[config.mk]
export PLATFORM = sky130hd
export DESIGN_NAME = dda_sequencer_flat
export DESIGN_NICKNAME = d
export VERILOG_FILES = /design/src/rtl/dda_sequencer_if.sv /design/src/rtl/dda_sequencer.sv /design/src/flat_wrapper.sv
export SDC_FILE = /design/constraint.sdc
export NUM_CORES = 1
export LEC_CHECK = 0
export CAP_MARGIN = 40
export CORE_MARGIN = 2
export CORE_UTILIZATION = 46
export DETAILED_ROUTE_END_ITERATION = 8
export PLACE_DENSITY_LB_ADDON = 0.25
export RECOVER_POWER = 100
export SYNTH_ARGS = -nofsm -noshare
export SYNTH_HDL_FRONTEND = slang
export SYNTH_SLANG_ARGS = --single-unit
[constraint.sdc]
create_clock -name clk -period 1.8 [get_ports clk]
set_input_delay 0.18 -clock clk [delete_from_list [all_inputs] [get_ports clk]]
set_output_delay 0.18 -clock clk [all_outputs]
set_load 0.05 [all_outputs]
[src/rtl/dda_sequencer_if.sv]
// Byte-stream interface of the DDA sequencer: a command stream into the
// sequencer (rx_*) and a result stream out of it (tx_*).
//
// Handshake: a byte transfers on every rising clock edge where valid and
// ready are both high. The sender holds valid and data stable until that edge.
// The receiver may raise or drop ready at any time.
//
// Modport master is the host side (it sends commands and sinks results).
// Modport slave is the sequencer side.
interface dda_sequencer_if;
    logic       rx_valid;
    logic [7:0] rx_data;
    logic       rx_ready;
    logic       tx_valid;
    logic [7:0] tx_data;
    logic       tx_ready;

    modport master (
        output rx_valid,
        output rx_data,
        input  rx_ready,
        input  tx_valid,
        input  tx_data,
        output tx_ready
    );

    modport slave (
        input  rx_valid,
        input  rx_data,
        output rx_ready,
        output tx_valid,
        output tx_data,
        input  tx_ready
    );
endinterface

[src/rtl/dda_sequencer.sv]
// DDA sequencer: decodes a byte command stream, manages the DDA parameter
// registers, runs the DDA for a requested number of steps, and streams a
// snapshot of {x, y} back as four bytes (x MSB first, then y MSB first).
//
// Command bytes accepted in IDLE:
//   0x10..0x13 + 2 argument bytes : write icx/icy/mu/dt (low two opcode bits)
//   0x20 + 2 argument bytes       : run that many DDA steps, then snapshot
//   0x30                          : one-cycle dda_load pulse
//   0x40                          : snapshot immediately
//   0x50 (DDA_SEQ_FREERUN_EN only): toggle free-run mode
// Every other byte is discarded.
//
// Optional feature macro: DDA_SEQ_FREERUN_EN. When it is defined, free-run
// mode keeps dda_en high in IDLE and streams snapshots back to back whenever
// no command byte is waiting.
//
// Every output is a flop. Each output's next value is derived from the next
// state, so the outputs line up with the state register cycle for cycle.
module dda_sequencer #(
    parameter int N  = 16,
    parameter int CW = 16
) (
    input  logic                 clk,
    input  logic                 rst,
    dda_sequencer_if.slave       bus,
    input  logic [N-1:0]         x,
    input  logic [N-1:0]         y,
    output logic [N-1:0]         icx,
    output logic [N-1:0]         icy,
    output logic [N-1:0]         mu,
    output logic [N-1:0]         dt,
    output logic                 dda_en,
    output logic                 dda_load,
    output logic                 busy
);

    localparam logic [N-1:0] ICX_RST = N'(16'hC000);
    localparam logic [N-1:0] ICY_RST = N'(16'h14CD);
    localparam logic [N-1:0] MU_RST  = N'(16'h14DD);
    localparam logic [N-1:0] DT_RST  = N'(16'h7240);

    typedef enum logic [2:0] {
        S_IDLE    = 3'd0,
        S_ARG_HI  = 3'd1,
        S_ARG_LO  = 3'd2,
        S_RUN     = 3'd3,
        S_CAPTURE = 3'd4,
        S_SEND    = 3'd5
    } state_t;

    // Registered state
    state_t         state_q,    state_d;
    logic           cmd_run_q,  cmd_run_d;   // 1: run command, 0: parameter write
    logic [1:0]     par_sel_q,  par_sel_d;   // parameter selected by a write
    logic [7:0]     arg_hi_q,   arg_hi_d;    // MSB byte of the argument
    logic [CW-1:0]  cnt_q,      cnt_d;       // DDA steps still to issue
    logic [31:0]    snap_q,     snap_d;      // {x[15:0], y[15:0]} snapshot
    logic [1:0]     idx_q,      idx_d;       // snapshot byte being sent
    logic [N-1:0]   icx_q,      icx_d;
    logic [N-1:0]   icy_q,      icy_d;
    logic [N-1:0]   mu_q,       mu_d;
    logic [N-1:0]   dt_q,       dt_d;

    // Registered outputs
    logic           rx_ready_q, rx_ready_d;
    logic           tx_valid_q, tx_valid_d;
    logic [7:0]     tx_data_q,  tx_data_d;
    logic           dda_en_q,   dda_en_d;
    logic           dda_load_q, dda_load_d;
    logic           busy_q,     busy_d;

`ifdef DDA_SEQ_FREERUN_EN
    logic           freerun_q,  freerun_d;
`endif

    logic           rx_fire;
    logic           tx_fire;
    logic [15:0]    arg;

    assign rx_fire = bus.rx_valid & rx_ready_q;
    assign tx_fire = tx_valid_q & bus.tx_ready;
    assign arg     = {arg_hi_q, bus.rx_data};

    // The snapshot goes out MSB first: x high, x low, y high, y low.
    function automatic logic [7:0] snap_byte(input logic [31:0] s, input logic [1:0] i);
        logic [7:0] b;
        case (i)
            2'd0:    b = s[31:24];
            2'd1:    b = s[23:16];
            2'd2:    b = s[15:8];
            default: b = s[7:0];
        endcase
        return b;
    endfunction

    // Next-state and next-output logic for the command/run/send sequence
    always_comb begin
        state_d    = state_q;
        cmd_run_d  = cmd_run_q;
        par_sel_d  = par_sel_q;
        arg_hi_d   = arg_hi_q;
        cnt_d      = cnt_q;
        snap_d     = snap_q;
        idx_d      = idx_q;
        icx_d      = icx_q;
        icy_d      = icy_q;
        mu_d       = mu_q;
        dt_d       = dt_q;
        dda_load_d = 1'b0;
`ifdef DDA_SEQ_FREERUN_EN
        freerun_d  = freerun_q;
`endif

        case (state_q)
            S_IDLE: begin
                if (rx_fire) begin
                    casez (bus.rx_data)
                        8'b0001_00??: begin
                            cmd_run_d = 1'b0;
                            par_sel_d = bus.rx_data[1:0];
                            state_d   = S_ARG_HI;
                        end
                        8'h20: begin
                            cmd_run_d = 1'b1;
                            state_d   = S_ARG_HI;
                        end
                        8'h30: dda_load_d = 1'b1;
                        8'h40: state_d    = S_CAPTURE;
`ifdef DDA_SEQ_FREERUN_EN
                        8'h50: freerun_d  = ~freerun_q;
`endif
                        default: ;
                    endcase
                end
`ifdef DDA_SEQ_FREERUN_EN
                // rx_ready is high in IDLE, so no fire means no byte waiting.
                else if (freerun_q) begin
                    state_d = S_CAPTURE;
                end
`endif
            end

            S_ARG_HI: begin
                if (rx_fire) begin
                    arg_hi_d = bus.rx_data;
                    state_d  = S_ARG_LO;
                end
            end

            S_ARG_LO: begin
                if (rx_fire) begin
                    if (cmd_run_q) begin
                        cnt_d   = CW'(arg);
                        state_d = (arg != 16'h0000) ? S_RUN : S_CAPTURE;
                    end else begin
                        case (par_sel_q)
                            2'd0:    icx_d = N'(arg);
                            2'd1:    icy_d = N'(arg);
                            2'd2:    mu_d  = N'(arg);
                            default: dt_d  = N'(arg);
                        endcase
                        state_d = S_IDLE;
                    end
                end
            end

            S_RUN: begin
                // One DDA step per cycle. The cycle that sees a count of 1
                // is the last step.
                cnt_d = cnt_q - CW'(1);
                if (cnt_q == CW'(1)) begin
                    state_d = S_CAPTURE;
                end
            end

            S_CAPTURE: begin
                snap_d  = {x[15:0], y[15:0]};
                idx_d   = 2'd0;
                state_d = S_SEND;
            end

            S_SEND: begin
                if (tx_fire) begin
                    if (idx_q == 2'd3) begin
                        state_d = S_IDLE;
                    end else begin
                        idx_d = idx_q + 2'd1;
                    end
                end
            end

            default: state_d = S_IDLE;
        endcase

        rx_ready_d = (state_d == S_IDLE) || (state_d == S_ARG_HI) || (state_d == S_ARG_LO);
        busy_d     = (state_d != S_IDLE);
        tx_valid_d = (state_d == S_SEND);
        tx_data_d  = (state_d == S_SEND) ? snap_byte(snap_d, idx_d) : 8'h00;
`ifdef DDA_SEQ_FREERUN_EN
        dda_en_d   = (state_d == S_RUN) || (freerun_d && (state_d == S_IDLE));
`else
        dda_en_d   = (state_d == S_RUN);
`endif
    end

    // State and output registers with synchronous reset
    always_ff @(posedge clk) begin
        if (rst) begin
            state_q    <= S_IDLE;
            cmd_run_q  <= 1'b0;
            par_sel_q  <= 2'd0;
            arg_hi_q   <= 8'h00;
            cnt_q      <= '0;
            snap_q     <= 32'h0;
            idx_q      <= 2'd0;
            icx_q      <= ICX_RST;
            icy_q      <= ICY_RST;
            mu_q       <= MU_RST;
            dt_q       <= DT_RST;
            rx_ready_q <= 1'b1;
            tx_valid_q <= 1'b0;
            tx_data_q  <= 8'h00;
            dda_en_q   <= 1'b0;
            dda_load_q <= 1'b0;
            busy_q     <= 1'b0;
`ifdef DDA_SEQ_FREERUN_EN
            freerun_q  <= 1'b0;
`endif
        end else begin
            state_q    <= state_d;
            cmd_run_q  <= cmd_run_d;
            par_sel_q  <= par_sel_d;
            arg_hi_q   <= arg_hi_d;
            cnt_q      <= cnt_d;
            snap_q     <= snap_d;
            idx_q      <= idx_d;
            icx_q      <= icx_d;
            icy_q      <= icy_d;
            mu_q       <= mu_d;
            dt_q       <= dt_d;
            rx_ready_q <= rx_ready_d;
            tx_valid_q <= tx_valid_d;
            tx_data_q  <= tx_data_d;
            dda_en_q   <= dda_en_d;
            dda_load_q <= dda_load_d;
            busy_q     <= busy_d;
`ifdef DDA_SEQ_FREERUN_EN
            freerun_q  <= freerun_d;
`endif
        end
    end

    assign bus.rx_ready = rx_ready_q;
    assign bus.tx_valid = tx_valid_q;
    assign bus.tx_data  = tx_data_q;
    assign icx          = icx_q;
    assign icy          = icy_q;
    assign mu           = mu_q;
    assign dt           = dt_q;
    assign dda_en       = dda_en_q;
    assign dda_load     = dda_load_q;
    assign busy         = busy_q;

endmodule

[src/flat_wrapper.sv]
// flat-port wrapper written by rule: the top's interface ports become plain ports
module dda_sequencer_flat 
#(
    parameter int N  = 16,
    parameter int CW = 16
)
  (clk, rst, x, y, icx, icy, mu, dt, dda_en, dda_load, busy, bus_rx_valid, bus_rx_data, bus_rx_ready, bus_tx_valid, bus_tx_data, bus_tx_ready);
  dda_sequencer_if bus_i ();
  input  logic clk;
  input  logic rst;
  input  logic [N-1:0] x;
  input  logic [N-1:0] y;
  output logic [N-1:0] icx;
  output logic [N-1:0] icy;
  output logic [N-1:0] mu;
  output logic [N-1:0] dt;
  output logic dda_en;
  output logic dda_load;
  output logic busy;
  input wire logic [$bits(bus_i.rx_valid)-1:0] bus_rx_valid;
  input wire logic [$bits(bus_i.rx_data)-1:0] bus_rx_data;
  output wire logic [$bits(bus_i.rx_ready)-1:0] bus_rx_ready;
  output wire logic [$bits(bus_i.tx_valid)-1:0] bus_tx_valid;
  output wire logic [$bits(bus_i.tx_data)-1:0] bus_tx_data;
  input wire logic [$bits(bus_i.tx_ready)-1:0] bus_tx_ready;
  assign bus_i.rx_valid = bus_rx_valid;
  assign bus_i.rx_data = bus_rx_data;
  assign bus_rx_ready = bus_i.rx_ready;
  assign bus_tx_valid = bus_i.tx_valid;
  assign bus_tx_data = bus_i.tx_data;
  assign bus_i.tx_ready = bus_tx_ready;
  dda_sequencer #(.N(N), .CW(CW)) u_core (.clk(clk), .rst(rst), .bus(bus_i), .x(x), .y(y), .icx(icx), .icy(icy), .mu(mu), .dt(dt), .dda_en(dda_en), .dda_load(dda_load), .busy(busy));
endmodule
==> flow_metrics.env, run 1 <==
export IMPL_maxCapViolCount=0
export IMPL_yosysTopAreaCellShare_pct=47.55
export IMPL_detail_route_antenna_nets=0
export IMPL_syn_nets=727
export IMPL_worst_pin_slew_ps=709.1
export IMPL_cpPeakStageDelay_ps=400
export IMPL_hp_start="rst"
export IMPL_cts_tree="built"
export IMPL_rsz0062_at_grt="true"
export IMPL_place_ws_ps=-703.2
export IMPL_cp_start_kind="register"
export IMPL_synth_top_cells_by_count="141 x dfxtp_1, 138 x nand2_1, 66 x nor2_1"
export IMPL_reg2reg_from="u_core.state_q[1]$_SDFF_PP0_"
export IMPL_core_area_sq_mm=0.01262
export IMPL_initial_core_util_pct=47.04
export IMPL_post_route_period_util_pct=104.9
export IMPL_design_die_area_sq_mm=0.01383
export IMPL_path_cells="buf_4, nor2b_1, o21ai_0, and3_4, a211o_4, nor4_2"
export IMPL_fillCellCount=984
export IMPL_cp_data_arrival_time_ps=2230
export IMPL_fin_ws_ps=-87.42
export IMPL_cts_sinks=141
export IMPL_dpl_hpwl_mm=12.64
export IMPL_p_leak_nw=3.449
export IMPL_hold_path_endpoint="u_core.idx_q[0]$_SDFF_PP0_"
export IMPL_drc=0
export IMPL_crit_fanout=7
export IMPL_synth_edf_count=0
export IMPL_fp_row_count=41
export IMPL_grt_usage_pct=26.79
export IMPL_synthFlopType="dfxtp_1"
export IMPL_synth_most_common_cell="dfxtp_1"
export IMPL_grt_max_degree=102
export IMPL_syn_avg_cell_area_sq_um=8.716
export IMPL_wirelength_mm=19.45
export IMPL_postCtsHoldBufs=0
export IMPL_syn_to_final_growth_pct=51.88
export IMPL_ys_seq_area_share_pct=47.55
export IMPL_routabilityCongestion=0.8960
export IMPL_whs_path_depth=3
export IMPL_post_drt_via_cell_ratio=5.579
export IMPL_synth_cell_types=59
export IMPL_crit_path_end_kind="register"
export IMPL_slowest_stage="a211o_4"
export IMPL_vias=5947
export IMPL_worst_path_buf_inv=1
export IMPL_drt_first_pass_iters=5
export IMPL_clk_pin_slew_worst_paths_ps=60
export IMPL_die_w_um=117.6
export IMPL_nNetsFinal=927
export IMPL_slew_violations=0
export IMPL_max_freq_mhz=529.8
export IMPL_numCtsBuffers=17
export IMPL_grt_pass1_wl_mm=29.39
export IMPL_clock_latency_ps=430
export IMPL_synth_area_leader_cell="dfxtp_1"
export IMPL_h_tree_depth=4
export IMPL_wl_per_cell_um=18.24
export IMPL_syn_instance_count=681
export IMPL_grt_pass1_vias=5743
export IMPL_r2r_end="u_core.bus.tx_data[0]$_SDFF_PP0_"
export IMPL_violations="negative setup slack"
export IMPL_yosys_warnings=0
export IMPL_min_path_type="input pin to register"
export IMPL_clock_skew_ps=17.99
export IMPL_port_buffers=120
export IMPL_grt_overflow=0
export IMPL_antennaDiodeCount=0
export IMPL_antenna_found_initial=0
export IMPL_drt_iter0_drc=534
export IMPL_cts_root_buf="clkbuf_16"
export IMPL_ir_drop_v=0.0006209
export IMPL_syn_area_sq_mm=0.005936
export IMPL_cp_data_required_time_ps=2140
export IMPL_relSlewSlack_pct=52.61
export IMPL_io_pins=121
export IMPL_yosys_register_bits=141
export IMPL_seq_area_sq_mm=0.002841
export IMPL_multiInputGateArea_sq_mm=0.003271
export IMPL_yosys_top_cells_area="dfxtp_1 48%, mux2i_1 9.8%, nand2_1 8.7%, a21oi_1 4.7%, nor2_1 4.2%"
export IMPL_crit_family="simple AND/OR/NAND/NOR gates"
export IMPL_setup_viol=11
export IMPL_period_needed_ps=1887
export IMPL_status="complete, but fails checks"
export IMPL_worstRegToRegCells=6
export IMPL_crit_type="register to register"
export IMPL_die_y_um=117.6
export IMPL_final_setup_tns_ps=-352.8
export IMPL_synthArstFlopShare_pct=0
export IMPL_clock_path_buffers=2
export IMPL_p_per_area_mw_per_mm2=777.3
export IMPL_r2r_slack_ps=-90
export IMPL_drive_gt1_share_pct=23.83
export IMPL_hold_ws_ps=142.4
export IMPL_finalHoldViolCount=0
-- per-stage QoR --
step,cell area [sq um],std cells,utilization [%],power (mW)
final,9015,1066,71.44,7.008
after CTS,8776,1060,69.54,7.017
after global placement,7953,1020,63.02,3.454
after detailed placement,7953,1020,63.02,3.457
after global routing,9015,1066,71.44,7.197
after floorplan,5949,681,-,3.288
-- worst reg2reg max path, cell delays in order (launching register included) --
cell and delay [ps]:
dfxtp_4 370, buf_4 160, nor2b_1 180, o21ai_0 190, and3_4 240, a211o_4 400, nor4_2 260
-- registers in the layout, indices dropped and copies added, names as in the netlist, 8 cells and up --
signal	count
u_core.bus.tx_data	8
u_core.arg_hi_q	8
u_core.dt	16
u_core.snap_q	32
u_core.icx	16
u_core.icy	16
u_core.mu	16
u_core.cnt_q	16
-- layer usage --
metal	wire [um]	global-route usage (%)	share of wire (%)
met5	0	0	0
met4	703	11.22	3.6
met3	1317	8.285	6.8
met2	9559	45.50	49
met1	7866	31.34	40
-- cell families (layout without fill, tap and decap cells) --
kind of cell | Yosys count | after routing | share of synthesized area [%]
xor gates and xnor gates | 2 | 2 | 0.2952
adders and majority gates | 2 | 2 | 0.4215
AOI/OAI and AO/OA | 122 | 123 | 12.71
and+or+nand+nor | 296 | 296 | 24.79
DFF | 141 | 141 | 47.55
muxes | 59 | 59 | 9.971
buffers and inverters | 59 | 271 | 4.258
-- power by group --
group | switching [mW] | leakage [nW] | total (mW) | internal [mW]
combinational | 0.147 | 2.02 | 0.281 | 0.134
sequential | 0.00239 | 1.14 | 3.12 | 3.12
clock | 1.38 | 0.283 | 3.60 | 2.22
total | 1.53 | 3.45 | 7.01 | 5.48
-- final cells by class --
type                       instances  area share (%)
clock buffer                      20           4.955
sequential                       141           31.52
clock inverter                    12           1.790
tap                              172           2.387
multi-input combinational        482           36.28
timing repair buffer             230           22.69
inverter                           9          0.3747
-- worst max-delay path by stage --
stage                     cells after the start  slack [ps]                               end                       startpoint
after floorplan                               7          10       u_core.icx[14]$_SDFFE_PP1P_     u_core.state_q[1]$_SDFF_PP0_
final                                         6         -90  u_core.bus.tx_data[0]$_SDFF_PP0_     u_core.state_q[1]$_SDFF_PP0_
after CTS                                     6        -110  u_core.bus.tx_data[4]$_SDFF_PP0_  u_core.arg_hi_q[1]$_SDFFE_PP0P_
after detailed placement                      5        -700    u_core.bus.rx_ready$_SDFF_PP1_                   bus_rx_data[2]
after global routing                          6        -180  u_core.bus.tx_data[0]$_SDFF_PP0_     u_core.state_q[1]$_SDFF_PP0_
after global placement                        5        -600    u_core.bus.rx_ready$_SDFF_PP1_                   bus_rx_data[2]
-- cells in the final DEF, fill, tap and decap left out, drive strengths merged, types with 8 or more instances in the layout --
cell | netlist | routed
nor4 | 17 | 17
inv | 7 | 9
nand2 | 138 | 138
nor2 | 66 | 66
clkdlybuf4s50 | 0 | 92
nand3 | 17 | 17
nor3 | 9 | 9
o21ai | 16 | 16
clkbuf | 34 | 44
dfxtp | 141 | 141
a221oi | 10 | 10
a21oi | 56 | 56
a31oi | 8 | 8
buf | 16 | 107
mux2i | 58 | 58
-- what timing repair did --
action / in CTS / in global routing
pin swaps: 11 / 29
gates resized for setup: 36 / 83
cloned: 2 / 1
setup buffers: 6 / 7
setup endpoints to repair: 38 / 63
(Power assumes the default switching activity.)
==> run 2: changes to the inputs <==
--- a/config.mk
+++ b/config.mk
@@ -7,8 +7,10 @@
 export LEC_CHECK = 0
 export CAP_MARGIN = 40
 export CORE_MARGIN = 2
-export CORE_UTILIZATION = 46
+export CORE_UTILIZATION = 49
 export DETAILED_ROUTE_END_ITERATION = 8
+export DONT_BUFFER_PORTS = 1
+export HOLD_SLACK_MARGIN = 0.05
 export PLACE_DENSITY_LB_ADDON = 0.25
 export RECOVER_POWER = 100
 export SYNTH_ARGS = -nofsm -noshare
==> flow_metrics.env, run 2 (synthesis gave the netlist of run 1 again) <==
export IMPL_slew_violations=0
export IMPL_nNetsFinal=798
export IMPL_crit_path_end_kind="register"
export IMPL_grt_pass1_vias=5111
export IMPL_r2r_end="u_core.bus.tx_data[5]$_SDFF_PP0_"
export IMPL_clk_pin_slew_worst_paths_ps=60
export IMPL_final_setup_tns_ps=-197.4
export IMPL_violations="negative hold slack, negative setup slack"
export IMPL_antenna_found_initial=0
export IMPL_dpl_hpwl_mm=11.50
export IMPL_wirelength_mm=18.26
export IMPL_layout_common_cells="132 x dfxtp_1, 126 x nand2_1, 75 x buf_4"
export IMPL_cp_start_kind="register"
export IMPL_period_needed_ps=1882
export IMPL_clock_skew_ps=7.210
export IMPL_reg2reg_from="u_core.state_q[0]$_SDFF_PP0_"
export IMPL_grt_overflow=0
export IMPL_detail_route_antenna_nets=0
export IMPL_fp_row_count=40
export IMPL_antennaDiodeCount=0
export IMPL_status="complete, but fails checks"
export IMPL_cts_sinks=141
export IMPL_drc=0
export IMPL_p_per_area_mw_per_mm2=838.1
export IMPL_numCtsBuffers=17
export IMPL_port_buffers=0
export IMPL_design_die_area_sq_mm=0.01301
export IMPL_die_y_um=114.1
export IMPL_wl_per_cell_um=20.05
export IMPL_vias=5418
export IMPL_initial_core_util_pct=49.83
export IMPL_worst_pin_slew_ps=700.3
export IMPL_drt_iter0_drc=439
export IMPL_h_tree_depth=4
export IMPL_clock_latency_ps=430
export IMPL_cp_data_arrival_time_ps=2160
export IMPL_ir_drop_v=0.0007898
export IMPL_clock_path_buffers=2
export IMPL_post_route_period_util_pct=104.5
export IMPL_fillCellCount=924
export IMPL_mostFrequentLayoutCell="dfxtp_1"
export IMPL_drive_gt1_share_pct=27.49
export IMPL_largest_reg_flops=32
export IMPL_cts_tree="built"
export IMPL_cts_root_buf="clkbuf_16"
export IMPL_cp_data_required_time_ps=2080
export IMPL_hp_start="rst"
export IMPL_p_total_mw=6.576
export IMPL_core_area_sq_mm=0.01191
export IMPL_crit_type="register to register"
export IMPL_grt_usage_pct=26.76
export IMPL_finalHoldViolCount=100
export IMPL_whs_path_depth=1
export IMPL_min_path_type="input pin to register"
export IMPL_grt_max_degree=103
export IMPL_final_cells=911
export IMPL_die_w_um=114.1
export IMPL_grt_pass1_wl_mm=26.79
export IMPL_io_pins=121
export IMPL_p_leak_nw=3.052
export IMPL_maxCapViolCount=0
export IMPL_hold_ws_ps=-165.0
export IMPL_max_freq_mhz=531.5
export IMPL_post_drt_via_cell_ratio=5.947
export IMPL_largest_register="u_core.snap_q"
export IMPL_crit_fanout=6
export IMPL_dp_cells=862
export IMPL_drt_first_pass_iters=5
export IMPL_relSlewSlack_pct=53.20
export IMPL_syn_to_final_growth_pct=32.19
export IMPL_fin_ws_ps=-81.58
export IMPL_worstRegToRegCells=8
export IMPL_routabilityCongestion=0.9159
export IMPL_postCtsHoldBufs=7
export IMPL_hold_path_endpoint="u_core.snap_q[9]$_SDFF_PP0_"
export IMPL_r2r_slack_ps=-80
export IMPL_rsz0062_at_grt="true"
export IMPL_setup_viol=7
==> run 2: layout make-up <==
type / count / area (sq um) / area share, %
Inverter: 9 / 33.78 / 0.4306
Multi-Input combinational cell: 481 / 3309 / 42.18
Tap cell: 147 / 183.9 / 2.344
Timing Repair Buffer: 102 / 908.4 / 11.58
Clock buffer: 20 / 456.7 / 5.820
Sequential cell: 141 / 2844 / 36.25
Clock inverter: 11 / 110.1 / 1.403
==> run 2: worst max path at each step <==
stage,startpoint,end,slack (ps),cells past startpoint
2_1_floorplan,u_core.state_q[1]$_SDFF_PP0_,u_core.icx[14]$_SDFFE_PP1P_,10,7
3_3_place_gp,u_core.state_q[2]$_SDFF_PP0_,u_core.bus.tx_data[7]$_SDFF_PP0_,-80,7
3_5_place_dp,u_core.state_q[2]$_SDFF_PP0_,u_core.bus.tx_data[5]$_SDFF_PP0_,-110,7
4_1_cts,u_core.state_q[1]$_SDFF_PP0_,u_core.bus.tx_data[5]$_SDFF_PP0_,-60,8
5_1_grt,u_core.cnt_q[3]$_SDFFE_PP0P_,u_core.bus.rx_ready$_SDFF_PP1_,-110,7
6_report,u_core.state_q[0]$_SDFF_PP0_,u_core.bus.tx_data[5]$_SDFF_PP0_,-80,8
==> run 2: where the power goes <==
group	switching [mW]	internal, mW
clock network	1.36	1.98
logic	0.0671	0.0373
registers	0.00503	3.12
total	1.44	5.14
==> run 2: worst max-delay path: stages, from the launching register on <==
cell and delay, ps:
dfxtp_4 370, buf_4 140, nor3b_4 250, nor4_1 90
buf_4 170, a22o_1 220, a221oi_2 270, buf_4 180
nor4_4 40
==> run 2: routing by layer <==
metal / share of wire (%) / global-route usage [%] / vias to the layer above
met3: 8.1 / 8.258 / 55
li1: - / - / 2536
met1: 39 / 32.07 / 2598
met4: 4.0 / 14.47 / 0
met5: 0 / 0 / -
met2: 49 / 43.02 / 229
==> run 2: metrics by stage <==
step / setup WS (ps) / cell area (sq um) / hold WS (ps) / util, %
final: -81.58 / 7846 / -165.0 / 65.87
after global routing: -113.6 / 7846 / -178.3 / 65.87
after CTS: -61.55 / 7316 / -185.9 / 61.42
after detailed placement: -108.4 / 6598 / 261.7 / 55.39
after global placement: -84.73 / 6598 / 259.4 / 55.39
after floorplan: 11.40 / 5949 / 304.0 / -
==> run 2: repair_timing <==
action,CTS,global route
setup buffers,1,7
cloned,0,3
pin swaps,3,39
endpoints found under the hold margin,115,100
setup endpoints to repair,36,58
resized for setup,18,99
==> run 3: changes to the inputs <==
--- a/config.mk
+++ b/config.mk
@@ -13,6 +13,8 @@
 export HOLD_SLACK_MARGIN = 0.05
 export PLACE_DENSITY_LB_ADDON = 0.25
 export RECOVER_POWER = 100
+export SETUP_SLACK_MARGIN = 0.3
+export SLEW_MARGIN = 5
 export SYNTH_ARGS = -nofsm -noshare
 export SYNTH_HDL_FRONTEND = slang
 export SYNTH_SLANG_ARGS = --single-unit
==> flow_metrics.env, run 3 (synthesis gave the netlist of run 1 again) <==
export IMPL_grt_usage_pct=27.91
export IMPL_die_w_um=114.1
export IMPL_clk_pin_slew_worst_paths_ps=60
export IMPL_dpl_hpwl_mm=11.04
export IMPL_grt_pass1_wl_mm=28.32
export IMPL_port_buffers=0
export IMPL_hold_path_endpoint="u_core.idx_q[1]$_SDFF_PP0_"
export IMPL_cts_tree="built"
export IMPL_syn_to_final_growth_pct=37.73
export IMPL_initial_core_util_pct=49.83
export IMPL_core_area_sq_mm=0.01191
export IMPL_finalHoldViolCount=101
export IMPL_hold_ws_ps=-166.5
export IMPL_design_die_area_sq_mm=0.01301
export IMPL_final_setup_tns_ps=-24.03
export IMPL_period_needed_ps=1824
export IMPL_wirelength_mm=18.92
export IMPL_routabilityCongestion=0.9305
export IMPL_antenna_found_initial=0
export IMPL_whs_path_depth=1
export IMPL_grt_pass1_vias=5364
export IMPL_p_per_area_mw_per_mm2=789.2
export IMPL_slew_violations=0
export IMPL_p_total_mw=6.452
export IMPL_fp_row_count=40
export IMPL_io_pins=121
export IMPL_status="complete, but fails checks"
export IMPL_cts_root_buf="clkbuf_16"
export IMPL_cp_data_arrival_time_ps=2130
export IMPL_drt_first_pass_iters=5
export IMPL_layout_common_cells="126 x dfxtp_1, 115 x nand2_1, 59 x buf_4"
export IMPL_nNetsFinal=801
export IMPL_clock_path_buffers=2
export IMPL_cp_data_required_time_ps=2100
export IMPL_drive_gt1_share_pct=35.07
export IMPL_rsz0062_at_grt="true"
export IMPL_relSlewSlack_pct=53.04
export IMPL_clock_latency_ps=430
export IMPL_setup_viol=1
export IMPL_r2r_slack_ps=-20
export IMPL_wl_per_cell_um=20.70
export IMPL_dpl_cell_area_sq_mm=0.006490
export IMPL_utilization_pct=68.63
export IMPL_postCtsHoldBufs=6
export IMPL_die_y_um=114.1
export IMPL_fin_ws_ps=-24.03
export IMPL_cp_start_kind="register"
export IMPL_cts_sinks=141
export IMPL_slowest_stage="a211o_4"
export IMPL_grt_overflow=0
export IMPL_drt_iter0_drc=507
export IMPL_path_cells="buf_6, and3b_2, nand4_1, and3_4, a211o_4, o22a_1"
export IMPL_drc=0
export IMPL_post_route_cell_area_sq_mm=0.008175
export IMPL_hp_start="rst"
export IMPL_post_route_period_util_pct=101.3
export IMPL_dp_cells=840
export IMPL_max_freq_mhz=548.2
export IMPL_maxCapViolCount=0
export IMPL_h_tree_depth=4
export IMPL_grt_max_degree=103
export IMPL_detail_route_antenna_nets=0
export IMPL_place_ws_ps=-82.01
export IMPL_numCtsBuffers=17
export IMPL_largest_register="u_core.snap_q"
export IMPL_largest_reg_flops=32
export IMPL_mostFrequentLayoutCell="dfxtp_1"
export IMPL_crit_type="register to register"
export IMPL_final_cells=914
export IMPL_reg2reg_from="u_core.state_q[1]$_SDFF_PP0_"
export IMPL_clock_skew_ps=9.654
export IMPL_crit_fanout=7
export IMPL_min_path_type="input pin to register"
export IMPL_crit_path_end_kind="register"
export IMPL_cpPeakStageDelay_ps=380
export IMPL_r2r_end="u_core.bus.rx_ready$_SDFF_PP1_"
export IMPL_post_drt_via_cell_ratio=5.996
export IMPL_p_leak_nw=3.066
export IMPL_antennaDiodeCount=0
export IMPL_worstRegToRegCells=6
export IMPL_ir_drop_v=0.0006716
export IMPL_vias=5480
export IMPL_worst_pin_slew_ps=702.6
export IMPL_violations="negative hold slack, negative setup slack"
==> run 3: cell count changes in the layout (fill, tap and decap cells not counted), moves of 4 or more <==
cell     previous run  this run
nand2_1           126       115
buf_6              10        28
buf_4              75        59
mux2i_1            58        54
nand2_2             4        15
dfxtp_2             5        11
nand3_2             3         8
dfxtp_1           132       126
nor4_2              7        11
nand3_1            13         7
nor2_1             63        57
==> run 3: routing by layer <==
layer  vias to the layer above  GRT usage (%)  routed length, um
li1                       2528              -                  -
met1                      2658          33.68               7509
met2                       252          46.75               9330
met3                        42          9.423               1623
met4                         0          9.512                453
met5                         -              0                  0
==> run 3: what timing repair did <==
action | CTS | global route
setup buffers | 18 | 14
gates resized for setup | 117 | 72
endpoints found under the hold margin | 115 | 101
pin swaps | 42 | 42
endpoints found under the setup margin | 97 | 131
gates cloned | 4 | 1
==> run 3: layout make-up <==
type                       count  area (sq um)
clock buffer                  22         484.2
clock inverter                 9         63.81
fill                         848          3736
inverter                       9         36.28
multi-input combinational    482          3547
sequential                   141          2851
tap                          147         183.9
timing repair buffer         104          1008
==> run 3: worst max-delay path by stage <==
| stage | from | end |
|---|---|---|
| after detailed placement | u_core.state_q[1]$_SDFF_PP0_ | u_core.bus.tx_data[1]$_SDFF_PP0_ |
| final | u_core.state_q[1]$_SDFF_PP0_ | u_core.bus.rx_ready$_SDFF_PP1_ |
| after floorplan | u_core.cnt_q[6]$_SDFFE_PP0P_ | u_core.bus.tx_data[3]$_SDFF_PP0_ |
| after CTS | u_core.state_q[1]$_SDFF_PP0_ | u_core.bus.rx_ready$_SDFF_PP1_ |
| after global routing | u_core.state_q[1]$_SDFF_PP0_ | u_core.bus.rx_ready$_SDFF_PP1_ |
| after global placement | u_core.arg_hi_q[7]$_SDFFE_PP0P_ | u_core.bus.rx_ready$_SDFF_PP1_ |
==> run 3: report_power, final <==
| group | switching (mW) | internal, mW | leakage [nW] |
|---|---|---|---|
| logic | 0.0706 | 0.0414 | 1.66 |
| clock network | 1.32 | 1.89 | 0.264 |
| registers | 0.00507 | 3.12 | 1.14 |
| total | 1.40 | 5.05 | 3.07 |
==> run 3: critical path: cells and delay by family, from the launching register on <==
| family | cells | cell delay (ps) |
|---|---|---|
| AND/OR/NAND/NOR | 3 | 620 |
| buffers and inverters | 1 | 140 |
| AO/OA/AOI/OAI | 2 | 570 |
| flip-flops | 1 | 370 |
